**config.mk**
```make
export PLATFORM = sky130hd
export DESIGN_NAME = wb_arbiter2
export DESIGN_NICKNAME = d
export VERILOG_FILES = /design/src/rtl/wb_arb_pkg.sv /design/src/rtl/wb_arb_outst.sv /design/src/rtl/wb_arbiter2.sv
export SDC_FILE = /design/constraint.sdc
export NUM_CORES = 1
export LEC_CHECK = 0
export ABC_CLOCK_PERIOD_IN_PS = 3300
export CORE_AREA = 2 2 121 123
export DETAILED_ROUTE_END_ITERATION = 10
export DIE_AREA = 0 0 123 125
export HOLD_SLACK_MARGIN = 0.05
export SYNTH_ARGS = -nofsm -noshare
export SYNTH_HDL_FRONTEND = slang
export SYNTH_SLANG_ARGS = --single-unit
export TNS_END_PERCENT = 100
```
**constraint.sdc**
```tcl
create_clock -name i_clk -period 3.3 [get_ports i_clk]
set_input_delay 0.495 -clock i_clk [delete_from_list [all_inputs] [get_ports i_clk]]
set_output_delay 0.495 -clock i_clk [all_outputs]
set_load 0.01 [all_outputs]
```
**src/rtl/wb_arb_pkg.sv**
```systemverilog
// Shared types and constants for the two-master wishbone arbiter.
// The optional ack watchdog is enabled with the ARB_TIMEOUT_EN macro.
`timescale 1ns/1ps
package wb_arb_pkg;

  localparam logic [1:0] GRANT_NONE = 2'b00;
  localparam logic [1:0] GRANT_M0   = 2'b01;
  localparam logic [1:0] GRANT_M1   = 2'b10;

  // State codes double as the one-hot grant seen on o_grant.
  typedef enum logic [1:0] {
    IDLE = GRANT_NONE,
    GNT0 = GRANT_M0,
    GNT1 = GRANT_M1
  } arb_state_e;

  localparam int DEF_MAX_OUTST = 4;
  localparam int DEF_MAX_BURST = 8;
  localparam int DEF_TIMEOUT   = 64;

  function automatic int cnt_w(input int max_val);
    return $clog2(max_val + 1);
  endfunction

  localparam int OUTST_W = cnt_w(DEF_MAX_OUTST);
  localparam int BURST_W = cnt_w(DEF_MAX_BURST);

endpackage

```
**src/rtl/wb_arb_outst.sv**
```systemverilog
// Up/down counter of accepted-but-unacked transactions with full/zero flags.
// Under ARB_TIMEOUT_EN a watchdog aborts the count when acks stop arriving.
`timescale 1ns/1ps
module wb_arb_outst
  import wb_arb_pkg::*;
#(
  parameter int MAX_OUTST = DEF_MAX_OUTST,
`ifdef ARB_TIMEOUT_EN
  parameter int TIMEOUT   = DEF_TIMEOUT,
`endif
  parameter int CNT_W     = cnt_w(DEF_MAX_OUTST)
) (
  input  logic clk,
  input  logic rst_n,
  input  logic inc,
  input  logic ack,
  output logic full,
  output logic zero,
  output logic next_zero,
  output logic timeout
);

  logic [CNT_W-1:0] count;
  logic [CNT_W-1:0] count_next;
  logic             ack_valid;

  assign zero      = (count == '0);
  assign full      = (count == CNT_W'(MAX_OUTST));
  assign ack_valid = ack & ~zero;

  // NOTE: every always_comb output gets a default first, so no path can infer a latch.
  always_comb begin
    count_next = count;
    if (inc && !ack_valid)      count_next = count + CNT_W'(1);
    else if (!inc && ack_valid) count_next = count - CNT_W'(1);
    if (timeout)                count_next = '0;
  end

  assign next_zero = (count_next == '0);

  // NOTE: sequential state uses non-blocking assignments so every flop samples pre-edge values.
  always_ff @(posedge clk or negedge rst_n) begin
    if (!rst_n) count <= '0;
    else        count <= count_next;
  end

`ifdef ARB_TIMEOUT_EN
  localparam int WD_W = $clog2(TIMEOUT + 1);
  logic [WD_W-1:0] wd;

  assign timeout = ~zero & ~ack & (wd == WD_W'(TIMEOUT - 1));

  always_ff @(posedge clk or negedge rst_n) begin
    if (!rst_n)                     wd <= '0;
    else if (zero || ack || timeout) wd <= '0;
    else                            wd <= wd + WD_W'(1);
  end
`else
  assign timeout = 1'b0;
`endif

endmodule

```
**src/rtl/wb_arbiter2.sv**
```systemverilog
// Round-robin two-master to one-slave pipelined wishbone arbiter (m0 = fetch, m1 = load/store).
// Optional ack watchdog under ARB_TIMEOUT_EN.
`timescale 1ns/1ps
module wb_arbiter2
  import wb_arb_pkg::*;
#(
  parameter int ADDR_W    = 32,
  parameter int DATA_W    = 32,
  parameter int SEL_W     = 3,
  parameter int MAX_OUTST = DEF_MAX_OUTST,
  parameter int MAX_BURST = DEF_MAX_BURST
`ifdef ARB_TIMEOUT_EN
  ,
  parameter int TIMEOUT   = DEF_TIMEOUT
`endif
) (
  input  logic              i_clk,
  input  logic              i_reset_n,
  input  logic              i_m0_wb_stb,
  input  logic              i_m1_wb_stb,
  input  logic              i_m0_wb_we,
  input  logic              i_m1_wb_we,
  input  logic [ADDR_W-1:0] i_m0_wb_addr,
  input  logic [ADDR_W-1:0] i_m1_wb_addr,
  input  logic [DATA_W-1:0] i_m0_wb_data,
  input  logic [DATA_W-1:0] i_m1_wb_data,
  input  logic [SEL_W-1:0]  i_m0_wb_sel,
  input  logic [SEL_W-1:0]  i_m1_wb_sel,
  output logic              o_m0_wb_ack,
  output logic              o_m1_wb_ack,
  output logic              o_m0_wb_stall,
  output logic              o_m1_wb_stall,
  output logic [DATA_W-1:0] o_m0_wb_data,
  output logic [DATA_W-1:0] o_m1_wb_data,
  output logic              o_wb_stb,
  output logic              o_wb_we,
  output logic [ADDR_W-1:0] o_wb_addr,
  output logic [DATA_W-1:0] o_wb_data,
  output logic [SEL_W-1:0]  o_wb_sel,
  input  logic              i_wb_ack,
  input  logic              i_wb_stall,
  input  logic [DATA_W-1:0] i_wb_data,
  output logic [1:0]        o_grant,
  output logic              o_timeout
);

  localparam int OUTST_CW = cnt_w(MAX_OUTST);
  localparam int BURST_CW = cnt_w(MAX_BURST);

  arb_state_e          state, state_next;
  logic [BURST_CW-1:0] burst, burst_next;
  logic                last_grant, last_grant_next;  // 1 = m1 held the bus last
  logic                own_stb, other_stb, burst_hit, block, accept, ack_route;
  logic                outst_full, outst_zero, outst_next_zero, timeout;

  wb_arb_outst #(
    .MAX_OUTST (MAX_OUTST),
`ifdef ARB_TIMEOUT_EN
    .TIMEOUT   (TIMEOUT),
`endif
    .CNT_W     (OUTST_CW)
  ) u_outst (
    .clk       (i_clk),
    .rst_n     (i_reset_n),
    .inc       (accept),
    .ack       (i_wb_ack),
    .full      (outst_full),
    .zero      (outst_zero),
    .next_zero (outst_next_zero),
    .timeout   (timeout)
  );

  always_comb begin
    own_stb   = 1'b0;
    other_stb = 1'b0;
    unique case (state)
      GNT0:    begin own_stb = i_m0_wb_stb; other_stb = i_m1_wb_stb; end
      GNT1:    begin own_stb = i_m1_wb_stb; other_stb = i_m0_wb_stb; end
      default: ;
    endcase
  end

  assign burst_hit = (burst == BURST_CW'(MAX_BURST)) & other_stb;
  assign block     = outst_full | burst_hit;
  assign o_wb_stb  = own_stb & ~block;
  assign accept    = o_wb_stb & ~i_wb_stall;

  assign o_wb_we   = (state == GNT1) ? i_m1_wb_we   : i_m0_wb_we;
  assign o_wb_addr = (state == GNT1) ? i_m1_wb_addr : i_m0_wb_addr;
  assign o_wb_data = (state == GNT1) ? i_m1_wb_data : i_m0_wb_data;
  assign o_wb_sel  = (state == GNT1) ? i_m1_wb_sel  : i_m0_wb_sel;

  // Acks with nothing outstanding belong to no one and are dropped.
  assign ack_route     = i_wb_ack & ~outst_zero;
  assign o_m0_wb_ack   = ack_route & (state == GNT0);
  assign o_m1_wb_ack   = ack_route & (state == GNT1);
  assign o_m0_wb_stall = (state == GNT0) ? (i_wb_stall | block) : 1'b1;
  assign o_m1_wb_stall = (state == GNT1) ? (i_wb_stall | block) : 1'b1;
  assign o_m0_wb_data  = i_wb_data;
  assign o_m1_wb_data  = i_wb_data;
  assign o_grant       = state;
  assign o_timeout     = timeout;

  always_comb begin
    state_next      = state;
    burst_next      = burst;
    last_grant_next = last_grant;
    unique case (state)
      IDLE: begin
        if (i_m0_wb_stb && i_m1_wb_stb) state_next = last_grant ? GNT0 : GNT1;
        else if (i_m0_wb_stb)           state_next = GNT0;
        else if (i_m1_wb_stb)           state_next = GNT1;
      end
      GNT0, GNT1: begin
        if (accept && (burst != BURST_CW'(MAX_BURST))) burst_next = burst + BURST_CW'(1);
        // Hand over only once drained, so every ack maps to the current grant.
        if (outst_next_zero && (!own_stb || burst_hit)) begin
          last_grant_next = (state == GNT1);
          burst_next      = '0;
          if (other_stb) state_next = (state == GNT0) ? GNT1 : GNT0;
          else           state_next = IDLE;
        end
      end
      default: state_next = IDLE;
    endcase
  end

  always_ff @(posedge i_clk or negedge i_reset_n) begin
    if (!i_reset_n) begin
      state      <= IDLE;
      burst      <= '0;
      last_grant <= 1'b1;
    end else begin
      state      <= state_next;
      burst      <= burst_next;
      last_grant <= last_grant_next;
    end
  end

endmodule

```
==> out/qor.txt, run 1 <==
Post-synth top area share - 0.352
Final WL - 10.0 mm
Drc violations - 0
Max FO, Critical Path - 34
Placed cell count - 573
CTS sink count - 10
Final Max Tran Viols - 0
Drt pass-1 iters - 6
Clk_lat worst skew - 0.23 ns
Clock-pin slew on the worst setup and hold paths - 0.04 ns
Fin nets - 578
DIE AREA - 15400 um2
Clock tree buffer depth - 2
Final worst setup slack - 0.353 ns
Final Hold Viols - 0
Post-place setup slack - 0.415 ns
# hold bufs at CTS - 0
Tmin final - 2.95 ns
Status - completed
Setup TNS - 0 ns
TritonCTS clock tree - done
Worst Tran Pin Value - 0.500 ns
Vias in the first global route - 2478
DIE WIDTH - 123 um
Final Skew - 0.000688 ns
RSZ-0062 raised after global routing - false
Global-route wire length before repair - 14.4 mm
Diodes inserted - 0
Tot Pwr - 2.55 mW
Setup crit end kind - output port
Crit Path Class - reg2out
Postcts setup bufs - 0
Sequential area share after synthesis - 0.116
Storage element area - 251 um2
Overflow after GRT - 0
Crit path cell chain - inv_1 > ha_2 > buf_4 > mux2_2 > clkdlybuf4s50_1
Slew margin rel. - 0.664
Vias per std cell - 4.02
Row Count - 44
WL/cell - 17.4 um
Mapped cell area - 2180 um2
Area delta synth->final - 91.4%
Initial drt markers - 68
Leak Pwr - 1.54 nW
Max Cap Viol - 0
Req. time, crit path - 2.80 ns
Cell Area, Placed - 4080 um2
Syn_nets - 429
Min-Delay Path Class - reg2reg
Fill cells - 1525
VDD IR-drop max - 185 uV
Yosys top cell by area - mux2_2
Final setup fails - 0
Initial core utilization - 0.153
Critical path startpoint category - register
H-tree depth - 1
Cells taking the most area after synthesis - mux2_2 (35%), buf_4 (22%), dfrtp_1 (10%)
Flops & latches, synth - 10
Slowest stage delay, CP - 0.58 ns
Post-Synthesis Cells - 245
Synth warn - 0
Die Height - 125 um
Area of the multi-input gates - 1370 um2
Gpl congestion - 0.857
Dpl hpwl - 9.06 mm
FMAX - 0.339 GHz
Power density cells - 611 nW/um2
Design Area, Final - 4170 um2
Fin crit share - 0.893
Via count - 2320
Core Util, Final - 0.293
Final ANT Viol Nets - 0
Global Route Usage Sum - 0.125
IO Pins - 314
Cell Count, Final, Fillers Out - 577
Syn avg cell area - 8.88 um2
Yosys cell types - 41
Post_cts resized - 0
Buf+Inv Stages, Crit Path - 3
Antenna violations before repair - 1
PortBufs - 216
Critical Path Slowest Stage Cell - clkdlybuf4s50_1
CP top delay family - buffers and inverters
Hold Slack - 0.560 ns
Ratio of cells with drive above 1 in the final layout - 0.209
Core area - 14200 um2
CP arrival - 2.45 ns
Clock Tree Root - clkbuf_16
Total CTS buffers - 3
Pin count of the biggest net entering global routing - 38
-- state kept, by name (all words and copies together) (netlist names) --
name           flops
o_grant            2
u_outst.count      3
burst              4
last_grant         1
-- layout by cell type (no fill, tap or decap), types with 3 or more instances in the layout --
cell type,n
o21ai_1,3
a21oi_1,3
and2_1,3
nand3_1,7
dfrtp_1,9
inv_1,9
nor2_1,6
clkbuf_16,3
nand2_1,12
mux2_2,68
ha_1,9
o211ai_1,3
o21ai_0,5
clkdlybuf4s50_1,216
-- worst reg2reg max path, stage by stage (launching register included) --
cell and delay [ns]:
dfrtp_1 0.43, inv_1 0.11, ha_1 0.29, a22oi_2 0.30, o311ai_2 0.20, o211a_1 0.29
or3_4 0.37, a211oi_4 0.33, mux2_1 0.35
-- cells in the mapped netlist, drive strengths merged --
library cell / count
nor3b: 1
and2: 3
nand2: 12
dfstp: 1
nand2b: 1
ha: 10
dfrtp: 9
inv: 9
clkbuf: 9
nand3: 7
or3: 3
o211ai: 3
or4: 1
a211oi: 2
o211a: 1
a22oi: 2
a21o: 1
a31oi: 3
buf: 65
nand4: 1
nor2: 6
a21oi: 3
o311a: 1
a41oi: 1
conb: 1
o31ai: 1
o21a: 1
a222oi: 1
mux2: 69
xnor2: 2
nor3: 2
a22o: 2
nor2b: 2
o21ai: 8
o311ai: 1
-- area by class of cell --
| cell class | count | share of cell area |
|---|---|---|
| timing repair buffer | 218 | 0.526 |
| multi-input combinational | 152 | 0.329 |
| sequential | 10 | 0.0604 |
| tap | 184 | 0.0553 |
| clock buffer | 4 | 0.0213 |
| inverter | 9 | 0.00811 |
-- report_power, final --
part / switching [mW] / internal [mW]
clock network: 0.0541 / 0.182
registers: 0.0707 / 0.182
logic: 0.905 / 1.15
total: 1.03 / 1.52
-- final timing paths --
path	cells after the start	slack, ns	to	start
max	5	0.35	o_wb_data[0]	o_grant[0]
min	2	0.56	burst[3]	burst[3]
max reg2reg	8	0.57	last_grant	o_grant[1]
min reg2reg	2	0.56	burst[3]	burst[3]
max in group asynchronous	1	2.35	last_grant	i_reset_n
min in group asynchronous	1	0.60	burst[0]	i_reset_n
-- kinds of logic after synthesis --
| kind of cell | after synthesis | synth area share |
|---|---|---|
| AOI/OAI and AO/OA | 31 | 0.115 |
| xor gates and xnor gates | 2 | 0.00805 |
| adders and majority gates | 10 | 0.0575 |
| buffers and inverters | 83 | 0.255 |
| DFF | 10 | 0.116 |
| muxes | 69 | 0.357 |
| other | 1 | 0.00172 |
| and+or+nand+nor | 39 | 0.0897 |
-- per-layer routing --
layer,vias up,track usage,part of all wire
met2,131,0.213,0.49
met3,4,0.0488,0.098
met1,1089,0.151,0.41
li1,1094,-,-
met4,2,0.0167,0.0039
met5,-,0,0.0013
Power figures use the tool's default switching activity.
==> run 2, diff against run 1 <==
- CTS_BUF_LIST: unset -> sky130_fd_sc_hd__clkbuf_16
==> run 2 against run 1 <==
Against the previous run: die area unchanged; sequential power about the same; wire length increased by 0.25%; final area decreased by 0.24%; largest power group unchanged; sequential cell count unchanged; register-to-register slack about the same.
==> out/qor.txt, run 2 (synthesis gave the netlist of run 1 again) <==
Die Height - 125 um
VDD IR-drop max - 185 uV
CP arrival - 2.45 ns
WL/cell - 17.4 um
Core Util, Final - 0.293
Final Skew - 0.00125 ns
Initial core utilization - 0.153
Max FO, Critical Path - 34
Pin count of the biggest net entering global routing - 38
Tmin final - 2.95 ns
Final ANT Viol Nets - 0
Met3 Track Usage GR - 0.0488
Buf+Inv Stages, Crit Path - 3
Final WL - 10.1 mm
Cell Count, Final, Fillers Out - 577
PortBufs - 216
DIE WIDTH - 123 um
Global-route wire length before repair - 14.4 mm
DIE AREA - 15400 um2
Worst Tran Pin Value - 0.500 ns
Initial drt markers - 72
Critical Path Slowest Stage Cell - clkdlybuf4s50_1
Clk_lat worst skew - 0.23 ns
Leak Pwr - 1.54 nW
Final setup fails - 0
Dpl hpwl - 9.06 mm
Clock network power share - 0.084
RSZ-0062 raised after global routing - false
Clock Tree Root - clkbuf_16
Via count - 2326
Switching share of power - 0.409
Power density cells - 608 nW/um2
Tot Pwr - 2.53 mW
Most frequent cells in the layout - clkdlybuf4s50_1 (216), mux2_2 (68), nand2_1 (12)
Core area - 14200 um2
Req. time, crit path - 2.80 ns
Max Cap Viol - 0
Slowest stage delay, CP - 0.58 ns
Final Max Tran Viols - 0
Layer with the highest usage - met2
Pint - 1.49 mW
Largest register FFs - 4
Setup TNS - 0 ns
Reg2Reg Depth - 8
Post_cts resized - 0
Critical path startpoint category - register
GR Util met1 - 0.151
Status - completed
Vias per std cell - 4.03
Clock-pin slew on the worst setup and hold paths - 0.04 ns
CTS sink count - 10
TritonCTS clock tree - done
Total CTS buffers - 3
Fin crit share - 0.893
Vias in the first global route - 2491
FMAX - 0.339 GHz
Drc violations - 0
Drt pass-1 iters - 4
Hold path cells - 2
H-tree depth - 1
Cell Area, Placed - 4080 um2
Largest reg by FF count - burst
Ratio of cells with drive above 1 in the final layout - 0.206
Slew margin rel. - 0.664
NetSw - 1.03 mW
Crit Path Class - reg2out
Area delta synth->final - 91.0%
# hold bufs at CTS - 0
Final Hold Viols - 0
Antenna violations before repair - 1
Fin nets - 578
Diodes inserted - 0
Overflow after GRT - 0
Gpl congestion - 0.857
Postcts setup bufs - 0
Met2 usage - 0.214
Sequential share of power - 0.100
Design Area, Final - 4160 um2
Setup crit end kind - output port
Min-Delay Path Class - reg2reg
Most common cell after layout, fill and taps aside - clkdlybuf4s50_1
Comb pwr share - 0.815
Row Count - 44
Cell depth of the worst setup path - 5
IO Pins - 314
CP top delay family - buffers and inverters
Placed cell count - 573
Global Route Usage Sum - 0.125
Clock tree buffer depth - 2
Crit path cell chain - inv_1 > ha_2 > buf_4 > mux2_2 > clkdlybuf4s50_1
[run 2: changes by cell type in the layout (fill, tap and decap cells not counted)]
cell / before / now
clkbuf_8: 1 / 0
clkinv_1: 0 / 1
[run 2: tightest hold or removal path, cell delays in order, from the launching register on]
cell and delay, ns:
dfrtp_1 0.40, nand2_1 0.07, o21ai_1 0.05
[run 2: routing by layer]
| metal | share of wire | wire length, um | vias up |
|---|---|---|---|
| met2 | 0.49 | 4940 | 135 |
| li1 | - | - | 1093 |
| met4 | 0.0040 | 40 | 2 |
| met1 | 0.40 | 4070 | 1092 |
| met3 | 0.098 | 984 | 4 |
| met5 | 0.0013 | 13 | - |
[run 2: final cells by class]
type / count / area [um2]
clock buffer: 3 / 75.1
clock inverter: 1 / 3.75
fill: 1528 / 10000
inverter: 9 / 33.8
multi-input combinational: 152 / 1370
sequential: 10 / 251
tap: 184 / 230
timing repair buffer: 218 / 2190
[run 2: path summary, 6_finish.rpt]
kind,start,end,slack (ns)
setup / recovery,o_grant[0],o_wb_data[0],0.35
hold / removal,burst[3],burst[3],0.56
setup reg to reg,o_grant[1],last_grant,0.57
hold reg to reg,burst[3],burst[3],0.56
max in group asynchronous,i_reset_n,last_grant,2.35
min in group asynchronous,i_reset_n,burst[0],0.60
[run 2: per-stage QoR]
| stage | hold slack [ns] | setup WS, ns |
|---|---|---|
| 2_1_floorplan | 0.199 | 0.776 |
| 3_3_place_gp | 0.543 | 0.448 |
| 3_5_place_dp | 0.550 | 0.415 |
| 4_1_cts | 0.557 | 0.325 |
| 5_1_grt | 0.610 | 0.230 |
| 6_report | 0.560 | 0.352 |
[run 2: power by group through the flow]
stage | registers [mW] | clock network, mW | logic (mW)
5_1_grt | 0.262 | 0.223 | 2.21
3_3_place_gp | 0.248 | 0 | 2.07
4_1_cts | 0.251 | 0.217 | 2.11
6_report | 0.253 | 0.213 | 2.06
3_5_place_dp | 0.251 | 0 | 2.09
2_1_floorplan | 0.231 | 0 | 1.17
==> run 3, diff against run 2 <==
- ABC_AREA: unset -> 1
- CORE_AREA: 2 2 121 123 -> 2 2 123 125
- DIE_AREA: 0 0 123 125 -> 0 0 125 127
- SKIP_CTS_REPAIR_TIMING: unset -> 1
==> run 3 against run 2 <==
Against the previous run: critical path depth grew 1; clock power barely moved; clock skew is essentially flat; critical endpoint is now o_wb_addr[21]; largest cell class unchanged; highest routed layer is now met4.
==> out/qor.txt, run 3 <==
Area delta synth->final - 89.0%
Clock-pin slew on the worst setup and hold paths - 0.04 ns
Diodes inserted - 0
Leak Pwr - 1.97 nW
Global-route wire length before repair - 15.2 mm
Req. time, crit path - 2.80 ns
Clk_lat worst skew - 0.24 ns
NetSw - 1.22 mW
CTS sink count - 10
Syn_nets - 583
Drc violations - 0
TritonCTS clock tree - done
Post-synth top area share - 0.400
Switching share of power - 0.466
Cells taking the most area after synthesis - nand2_1 (40%), buf_4 (22%), dfrtp_1 (10%)
Top-count cell post-synth - nand2_1
Pint - 1.40 mW
DIE AREA - 15900 um2
Vias per std cell - 3.79
Async SR Flop Fraction - 1.00
Setup crit end kind - output port
Cell Area, Placed - 4100 um2
Setup TNS - 0 ns
Fin crit share - 0.867
Hold path cells - 2
Crit Path Class - reg2out
Worst Tran Pin Value - 0.719 ns
H-tree depth - 1
Clock Tree Root - clkbuf_16
VDD IR-drop max - 246 uV
Hold Slack - 0.471 ns
Via count - 2753
Power density cells - 625 nW/um2
FMAX - 0.349 GHz
Reg2Reg Depth - 13
Ys flop type - dfrtp_1
WL/cell - 14.2 um
Final WL - 10.3 mm
Most common cell after layout, fill and taps aside - nand2_1
Post-synth top cells - nand2_1 (236), buf_4 (65), clkbuf_1 (14), inv_1 (14), ha_1 (10)
Clock tree buffer depth - 2
Core Util, Final - 0.290
Post-synth EDFFs - 0
Slew margin rel. - 0.521
Final setup fails - 0
Final ANT Viol Nets - 0
DIE WIDTH - 125 um
Largest register FFs - 4
Comb pwr share - 0.835
Final Max Tran Viols - 0
Core area - 14400 um2
Drt pass-1 iters - 4
Max FO, Critical Path - 69
Sequential share of power - 0.082
Dpl hpwl - 8.99 mm
IO Pins - 314
Status - completed
Yosys top cell by area - nand2_1
Initial drt markers - 60
Final Hold Viols - 0
Row Count - 44
Flop-to-flop setup slack - 1.12 ns
Synth warn - 0
Clock network power share - 0.082
Crit. Startpoint - o_grant[0]
Largest reg by FF count - burst
RSZ-0062 raised after global routing - false
Critical path startpoint category - register
Fill cells - 1589
CP arrival - 2.37 ns
Initial core utilization - 0.153
Antenna violations before repair - 0
Ratio of cells with drive above 1 in the final layout - 0.0609
Yosys cell types - 27
Most frequent cells in the layout - nand2_1 (236), clkdlybuf4s50_1 (213), inv_1 (14)
Flops & latches, synth - 10
Gpl congestion - 0.733
Sequential area share after synthesis - 0.114
Global Route Usage Sum - 0.121
Min-Delay Path Class - reg2reg
Final Skew - 0.000899 ns
Worst reg2reg path startpoint - o_grant[0]
Total CTS buffers - 3
Min-delay src - last_grant
Post-Synthesis Cells - 399
Vias in the first global route - 2691
Fin nets - 727
Max Cap Viol - 0
Tmin final - 2.86 ns
PortBufs - 216
Design Area, Final - 4180 um2
Syn avg cell area - 5.55 um2
Overflow after GRT - 0
Die Height - 127 um
Mapped cell area - 2210 um2
Pin count of the biggest net entering global routing - 70
## run 3: cell count changes after synthesis, sizes merged, moves of 3 or more
cell / change
or3: -3
clkbuf: +5
xor2: +4
nand2: +229
nand3: +8
mux2: -69
o211ai: -3
and2: -3
o21ai: -6
inv: +9
a31oi: -3
## run 3: logic make-up (layout without fill, tap and decap cells)
kind of cell | Yosys count | after routing | share of synthesized area
flip-flops | 10 | 10 | 0.114
XOR/XNOR | 4 | 4 | 0.0158
adder cells (fa/ha/maj) | 10 | 10 | 0.0565
buffers and inverters | 98 | 241 | 0.276
AND/OR/NAND/NOR | 268 | 268 | 0.503
AO/OA/AOI/OAI | 7 | 7 | 0.0226
multiplexers | 1 | 1 | 0.0102
other | 1 | 1 | 0.00169
## run 3: layout make-up
type                            instances  area, um2  share of cell area
Multi-Input combinational cell        291       1350               0.323
Clock inverter                          1       3.75            0.000897
Sequential cell                        10        251              0.0601
Inverter                               18       67.6              0.0162
Tap cell                              184        230              0.0550
Clock buffer                            3       75.1              0.0179
Timing Repair Buffer                  219       2200               0.526
## run 3: per-stage QoR
stage / cells / power (mW) / worst slack (ns)
final: 726 / 2.61 / 0.439
after global routing: 726 / 2.86 / 0.243
after CTS: 726 / 2.67 / 0.411
after detailed placement: 722 / 2.45 / 0.649
after global placement: 722 / 2.45 / 0.634
after floorplan: 399 / 1.36 / 1.16
## run 3: power by group through the flow
| stage | Combinational (mW) | Sequential, mW | Clock [mW] |
|---|---|---|---|
| after floorplan | 1.15 | 0.213 | 0 |
| after global placement | 2.23 | 0.215 | 0 |
| after detailed placement | 2.23 | 0.217 | 0 |
| after CTS | 2.24 | 0.216 | 0.218 |
| after global routing | 2.42 | 0.223 | 0.226 |
| final | 2.18 | 0.215 | 0.215 |
## run 3: final timing paths
path                                      end
worst max-delay path            o_wb_addr[21]
worst max register to register       burst[1]
worst min-delay path               last_grant
worst min register to register     last_grant
max in group asynchronous          last_grant
min in group asynchronous            burst[0]
## run 3: worst max-delay path: stages (launching register included)
cell and delay [ns]:
dfrtp_1 0.42, inv_1 0.13, ha_2 0.19, buf_4 0.53, nand2_1 0.11, nand2_1 0.10
clkdlybuf4s50_1 0.57
## run 3: metal layers
layer  vias to the layer above  global-route usage  routed length [um]  part of all wire
met5                         -                   0                   0                 0
met4                         0              0.0379                 261             0.025
met3                        36              0.0364                 940             0.091
met2                       147               0.233                5590              0.54
met1                      1154               0.126                3550              0.34
li1                       1416                   -                   -                 -
